===== src/rtl/banco_registro_sb_if.sv =====
// Register file bus: write/mark/clear requests in, read data and flags out.
// Master is the issue/writeback side, slave is the register file.
interface banco_registro_sb_if #(
  parameter int W = 8,
  parameter int N = 3
);
  logic         we;
  logic [N-1:0] addr_rd;
  logic [W-1:0] data_in;
  logic         mark_we;
  logic [N-1:0] mark_addr;
  logic         clr;
  logic [N-1:0] addr_rs1;
  logic [N-1:0] addr_rs2;
  logic [W-1:0] rs1;
  logic [W-1:0] rs2;
  logic         rs1_busy;
  logic         rs2_busy;
  logic         ready;

  modport master (
    output we, addr_rd, data_in,
    output mark_we, mark_addr, clr,
    output addr_rs1, addr_rs2,
    input  rs1, rs2, rs1_busy, rs2_busy,
    input  ready
  );

  modport slave (
    input  we, addr_rd, data_in,
    input  mark_we, mark_addr, clr,
    input  addr_rs1, addr_rs2,
    output rs1, rs2, rs1_busy, rs2_busy,
    output ready
  );
endinterface


===== src/rtl/banco_registro_sb.sv =====
// Register file with pending scoreboard, optional zero register,
// write bypass and a one-register-per-cycle clear sweep.
module banco_registro_sb #(
  parameter int W        = 8,
  parameter int N        = 3,
  parameter int ZERO_REG = 1,
  parameter int BYPASS   = 1
) (
  input logic clk,
  input logic rst,
  banco_registro_sb_if.slave bus
);

  localparam int D = 2 ** N;
  localparam logic [N-1:0] LAST = '1;

  typedef enum logic {
    S_IDLE,
    S_CLEAR
  } state_t;

  state_t         state_q, state_d;
  logic [N-1:0]   ptr_q, ptr_d;
  logic [W-1:0]   regs_q [D];
  logic [W-1:0]   regs_d [D];
  logic [D-1:0]   busy_q, busy_d;

  logic           wr_ok;
  logic           mk_ok;

  always_ff @(posedge clk) begin
    if (rst) begin
      state_q <= S_IDLE;
      ptr_q   <= '0;
      busy_q  <= '0;
      for (int i = 0; i < D; i++)
        regs_q[i] <= '0;
    end else begin
      state_q <= state_d;
      ptr_q   <= ptr_d;
      busy_q  <= busy_d;
      regs_q  <= regs_d;
    end
  end

  assign wr_ok = bus.we &&
    !(ZERO_REG != 0 && bus.addr_rd == '0);
  assign mk_ok = bus.mark_we &&
    !(ZERO_REG != 0 && bus.mark_addr == '0);

  always_comb begin
    state_d = state_q;
    ptr_d   = ptr_q;
    busy_d  = busy_q;
    regs_d  = regs_q;
    unique case (state_q)
      S_IDLE: begin
        if (wr_ok) begin
          regs_d[bus.addr_rd] = bus.data_in;
          busy_d[bus.addr_rd] = 1'b0;
        end
        // mark after write: a new producer wins
        if (mk_ok)
          busy_d[bus.mark_addr] = 1'b1;
        if (bus.clr)
          state_d = S_CLEAR;
      end
      S_CLEAR: begin
        regs_d[ptr_q] = '0;
        busy_d[ptr_q] = 1'b0;
        ptr_d         = ptr_q + 1'b1;
        if (ptr_q == LAST)
          state_d = S_IDLE;
      end
      default: state_d = S_IDLE;
    endcase
  end

  assign bus.ready = (state_q == S_IDLE);

  logic [N-1:0] ra [2];
  logic [W-1:0] rd [2];
  logic         bz [2];
  logic         zh [2];
  logic         bh [2];

  assign ra[0] = bus.addr_rs1;
  assign ra[1] = bus.addr_rs2;

  always_comb begin
    for (int p = 0; p < 2; p++) begin
      zh[p] = (ZERO_REG != 0) && (ra[p] == '0);
      bh[p] = (BYPASS != 0) && !zh[p] &&
              (state_q == S_IDLE) && bus.we &&
              (bus.addr_rd == ra[p]);
      rd[p] = regs_q[ra[p]];
      bz[p] = busy_q[ra[p]];
      unique case (1'b1)
        zh[p]: begin
          rd[p] = '0;
          bz[p] = 1'b0;
        end
        bh[p]: begin
          rd[p] = bus.data_in;
          bz[p] = (bus.mark_we &&
                   bus.mark_addr == ra[p]) ?
                  busy_q[ra[p]] : 1'b0;
        end
        default: ;
      endcase
    end
  end

  assign bus.rs1      = rd[0];
  assign bus.rs2      = rd[1];
  assign bus.rs1_busy = bz[0];
  assign bus.rs2_busy = bz[1];

endmodule


===== src/flat_wrapper.sv =====
// flat-port wrapper written by rule: the top's interface ports become plain ports
module banco_registro_sb_flat 
#(
  parameter int W        = 8,
  parameter int N        = 3,
  parameter int ZERO_REG = 1,
  parameter int BYPASS   = 1
)
  (clk, rst, bus_we, bus_addr_rd, bus_data_in, bus_mark_we, bus_mark_addr, bus_clr, bus_addr_rs1, bus_addr_rs2, bus_rs1, bus_rs2, bus_rs1_busy, bus_rs2_busy, bus_ready);
  banco_registro_sb_if #(.W(W), .N(N)) bus_i ();
  input logic clk;
  input logic rst;
  input wire logic [$bits(bus_i.we)-1:0] bus_we;
  input wire logic [$bits(bus_i.addr_rd)-1:0] bus_addr_rd;
  input wire logic [$bits(bus_i.data_in)-1:0] bus_data_in;
  input wire logic [$bits(bus_i.mark_we)-1:0] bus_mark_we;
  input wire logic [$bits(bus_i.mark_addr)-1:0] bus_mark_addr;
  input wire logic [$bits(bus_i.clr)-1:0] bus_clr;
  input wire logic [$bits(bus_i.addr_rs1)-1:0] bus_addr_rs1;
  input wire logic [$bits(bus_i.addr_rs2)-1:0] bus_addr_rs2;
  output wire logic [$bits(bus_i.rs1)-1:0] bus_rs1;
  output wire logic [$bits(bus_i.rs2)-1:0] bus_rs2;
  output wire logic [$bits(bus_i.rs1_busy)-1:0] bus_rs1_busy;
  output wire logic [$bits(bus_i.rs2_busy)-1:0] bus_rs2_busy;
  output wire logic [$bits(bus_i.ready)-1:0] bus_ready;
  assign bus_i.we = bus_we;
  assign bus_i.addr_rd = bus_addr_rd;
  assign bus_i.data_in = bus_data_in;
  assign bus_i.mark_we = bus_mark_we;
  assign bus_i.mark_addr = bus_mark_addr;
  assign bus_i.clr = bus_clr;
  assign bus_i.addr_rs1 = bus_addr_rs1;
  assign bus_i.addr_rs2 = bus_addr_rs2;
  assign bus_rs1 = bus_i.rs1;
  assign bus_rs2 = bus_i.rs2;
  assign bus_rs1_busy = bus_i.rs1_busy;
  assign bus_rs2_busy = bus_i.rs2_busy;
  assign bus_ready = bus_i.ready;
  banco_registro_sb #(.W(W), .N(N), .ZERO_REG(ZERO_REG), .BYPASS(BYPASS)) u_core (.clk(clk), .rst(rst), .bus(bus_i));
endmodule

===== config.mk =====
export PLATFORM = sky130hd
export DESIGN_NAME = banco_registro_sb_flat
export DESIGN_NICKNAME = d
export VERILOG_FILES = /design/src/rtl/banco_registro_sb_if.sv /design/src/rtl/banco_registro_sb.sv /design/src/flat_wrapper.sv
export SDC_FILE = /design/constraint.sdc
export NUM_CORES = 1
export LEC_CHECK = 0
export ABC_AREA = 1
export CAP_MARGIN = 20
export CORE_MARGIN = 10
export CORE_UTILIZATION = 30
export CTS_BUF_LIST = sky130_fd_sc_hd__clkbuf_8
export DETAILED_ROUTE_END_ITERATION = 10
export GPL_TIMING_DRIVEN = 0
export PLACE_DENSITY = 0.53
export SETUP_SLACK_MARGIN = 0.15
export SKIP_LAST_GASP = 1
export SYNTH_ARGS = -nofsm -noshare
export SYNTH_HDL_FRONTEND = slang
export SYNTH_SLANG_ARGS = --single-unit

===== constraint.sdc =====
create_clock -name clk -period 6.3 [get_ports clk]
set_input_delay 1.89 -clock clk [delete_from_list [all_inputs] [get_ports clk]]
set_output_delay 1.89 -clock clk [all_outputs]
set_load 0.02 [all_outputs]

==> results.yml <==
power:
  report.power.total_mw: 1.247
  power.share.sequential_pct: 39.9
  p_leak_nw: 2.671
  max-vdd-ir-drop_uv: 89.98
  pwr-share-clk_pct: 39.1
  swShare_pct: 30.08
  p_int_mw: 0.8716
  pwr-share-comb_pct: 21.0
  p_per_area_nw_per_um2: 210.9
  p_sw_mw: 0.3750
route:
  ant_nets: 0
  num_vias: 5643
  wl_um: 20060
  drtIter0Drc: 648
  remaining_drc_errors: 0
  wl_per_cell_um: 17.65
  vias_per_cell: 4.967
  first_pass_iters: 5
global_route:
  grt_util_all_layers_pct: 17.84
  antenna_found_initial: 0
  grt_pass1_wl_um: 30590
  first_global_vias: 5090
  grt_max_degree: 13
  grt_overflow: 0
clocking:
  clk_path_buf_depth: 2
  clock-sinks: 76
  clk_pin_slew_ns: 0.07
  htree_levels: 3
  cts_buffers: 9
  cts_tree: "yes"
  cts_root_buffer: "clkbuf_8"
  worstSkewPairLatency_ns: 0.38
  post_cts_buffers: 0
sta:
  drv_slew: 0
  final-hold-violation-count: 0
  clock_skew_ns: 0.007420
  fmaxAchievable_mhz: 163.4
  tns_ns: 0
  min_period_over_period_pct: 97.13
  fin_crit_ns: 6.119
  tightest_slew_ns: 0.6597
  maxSlewHeadroom_pct: 56.02
  holdWs_ns: 0.4766
  final-setup-viol-count: 0
  rsz0062_at_grt: "true"
cells_and_area:
  n_antenna_cell: 0
  instances_no_fill: 1136
  syn2layout_area_growth_pct: 16.33
  nets: 939
  drive_gt1_share_pct: 8.515
worst_setup_path:
  crit_arrival_ns: 4.23
  rrSetupSlack_ns: 4.65
  worst_r2r_path_depth: 6
  endpoint: "bus_rs2_busy"
  critPathKind: "input port to output port"
  timing.rr.start: "u_core.state_q$_SDFF_PP0_"
  crit_path_end_kind: "output port"
  cp_data_required_time_ns: 4.41
  critPathBufInv: 4
  path_cells: "clkdlybuf4s50_1 > inv_1 > clkbuf_1 > nor2_1 > nor2_1 > nand3_1 > a21boi_0 > clkdlybuf4s50_1"
  cp-start-kind: "input port"
  cpMaxStageDelayCell: "clkdlybuf4s50_1"
  path_depth: 8
  r2r-end: "u_core.regs_q[5]$_SDFFE_PP0P_"
  critPathTopFamily: "buffers and inverters"
  crit_fanout: 10
  crit_path_start: "bus_addr_rs2[1]"
  critPathMaxStageDelay_ns: 0.68
logic_synthesis:
  synth-async-reset-ratio_pct: 0
  post_synth_num_cell_types: 30
  synthesis.nets: 899
  synth-edff-count: 0
  ys_top_cells_by_area: "dfxtp_1 (30%), nand2_1 (27%), nand3_1 (16%)"
  synth_area_per_cell_sq_um: 5.827
  ys_ff_latch: 76
  synth_top_cell_by_area: "dfxtp_1"
  ys_seq_area_share_pct: 29.94
  synth.cell_area_sq_um: 5081
  ys.flop_type: "dfxtp_1"
  synthCells: 872
  synth_top_area_share_pct: 29.94
  ys_warn_count: 0
placement:
  port-buffer-count: 29
  place_congestion: 0.9693
  dp_cells: 1121
  hpwl_um: 15040
die:
  core_sq_um: 16580
  start_util_pct: 30.64
  ios: 44
  die_w_um: 150.1
  row_count: 47
  die_h_um: 150.1
  die-area_sq_um: 22540
worst_hold_path:
  hold_path_class: "register to register"
  hp-start: "u_core.regs_q[61]$_SDFFE_PP0P_"
status:
  status: "finished, final reports clean"
job:
  drv_cap: 0
## stage by stage
stage | utilization [%] | area (sq um) | setup slack, ns
floorplan | - | 5081 | 1.361
global placement | 34.05 | 5647 | 0.1579
detailed placement | 34.05 | 5647 | 0.1898
CTS | 35.57 | 5899 | 0.1700
global route | 35.64 | 5911 | 0.1120
finish | 35.64 | 5911 | 0.1806
## layout by cell type, fill, tap and decap left out, types with 2 or more instances in the layout
master | Yosys | layout
nand3_1 | 158 | 158
clkbuf_2 | 0 | 3
clkdlybuf4s50_1 | 0 | 28
a21oi_2 | 2 | 2
a21oi_1 | 66 | 66
nand2_1 | 368 | 368
clkbuf_4 | 0 | 2
ha_1 | 2 | 2
nor2_1 | 20 | 20
nand3_4 | 2 | 2
nand4_4 | 3 | 3
buf_2 | 18 | 16
dfxtp_1 | 76 | 76
clkbuf_8 | 0 | 9
nor2_2 | 3 | 3
nand2_2 | 3 | 3
bufinv_16 | 0 | 4
nor3_1 | 10 | 10
inv_4 | 3 | 3
clkbuf_1 | 23 | 20
inv_2 | 7 | 7
buf_4 | 7 | 7
inv_1 | 79 | 80
clkinv_2 | 5 | 6
nor2_4 | 2 | 2
o21ai_0 | 6 | 6
## cell families (layout without fill, tap and decap cells)
logic type	Yosys count	count (layout)	synth area share (%)
flip-flops	76	76	29.94
AND/OR/NAND/NOR	573	573	49.50
adder cells (fa/ha/maj)	2	2	0.4924
AO/OA/AOI/OAI	77	77	8.053
buffers and inverters	144	188	12.02
## Yosys cell counts (5+ instances only)
cell and number:
nor3_1 10, o21ai_0 6, inv_1 79, inv_2 7
nor2_1 20, buf_4 7, clkinv_2 5, clkbuf_1 23
a21oi_1 66, buf_2 18, nand3_1 158, dfxtp_1 76
nand2_1 368
## registers in the layout (all words and copies together), names as in the netlist
signal	cells
u_core.ptr_q	3
u_core.regs_q	64
u_core.state_q	1
u_core.busy_q	8
## timing repair
action,4_1_cts,5_1_grt
hold buffers,0,0
setup endpoints to repair,0,11
gates resized for setup,0,9
hold endpoints to repair,0,0
## cell type report
cell class	count	area, sq um
timing repair buffer	29	292.8
fill	1904	10670
buffer	48	237.7
clock inverter	6	128.9
sequential	76	1521
tap	220	275.3
clock buffer	9	123.9
inverter	96	381.6
multi-input combinational	652	2949
## power by group through the flow
stage          clock, mW  combinational [mW]  sequential, mW
2_1_floorplan          0               0.164           0.507
3_3_place_gp           0               0.261           0.509
3_5_place_dp           0               0.259           0.509
4_1_cts            0.498               0.260           0.497
5_1_grt            0.515               0.286           0.499
6_report           0.487               0.262           0.498
## worst min-delay path by stage
stage	endpoint	depth (start not counted)
6_report	u_core.regs_q[61]$_SDFFE_PP0P_	2
5_1_grt	u_core.regs_q[27]$_SDFFE_PP0P_	2
4_1_cts	u_core.regs_q[61]$_SDFFE_PP0P_	2
3_5_place_dp	u_core.regs_q[61]$_SDFFE_PP0P_	2
3_3_place_gp	u_core.regs_q[61]$_SDFFE_PP0P_	2
2_1_floorplan	u_core.busy_q[0]$_SDFF_PP0_	2
## worst register-to-register path, delay by kind of cell, from the launching register on
kind	cells	cell delay (ns)
AND/OR/NAND/NOR	3	0.71
buffers and inverters	2	0.34
AO/OA/AOI/OAI	1	0.07
flip-flops	1	0.39
## metal layers
metal / vias up / wire length [um] / global-route usage, %
met1: 2580 / 9404 / 24.98
met4: 0 / 512 / 7.191
met5: - / 0 / 0
met3: 23 / 1617 / 3.061
met2: 209 / 8522 / 26.48
li1: 2831 / - / -
Power figures use the tool's default switching activity.
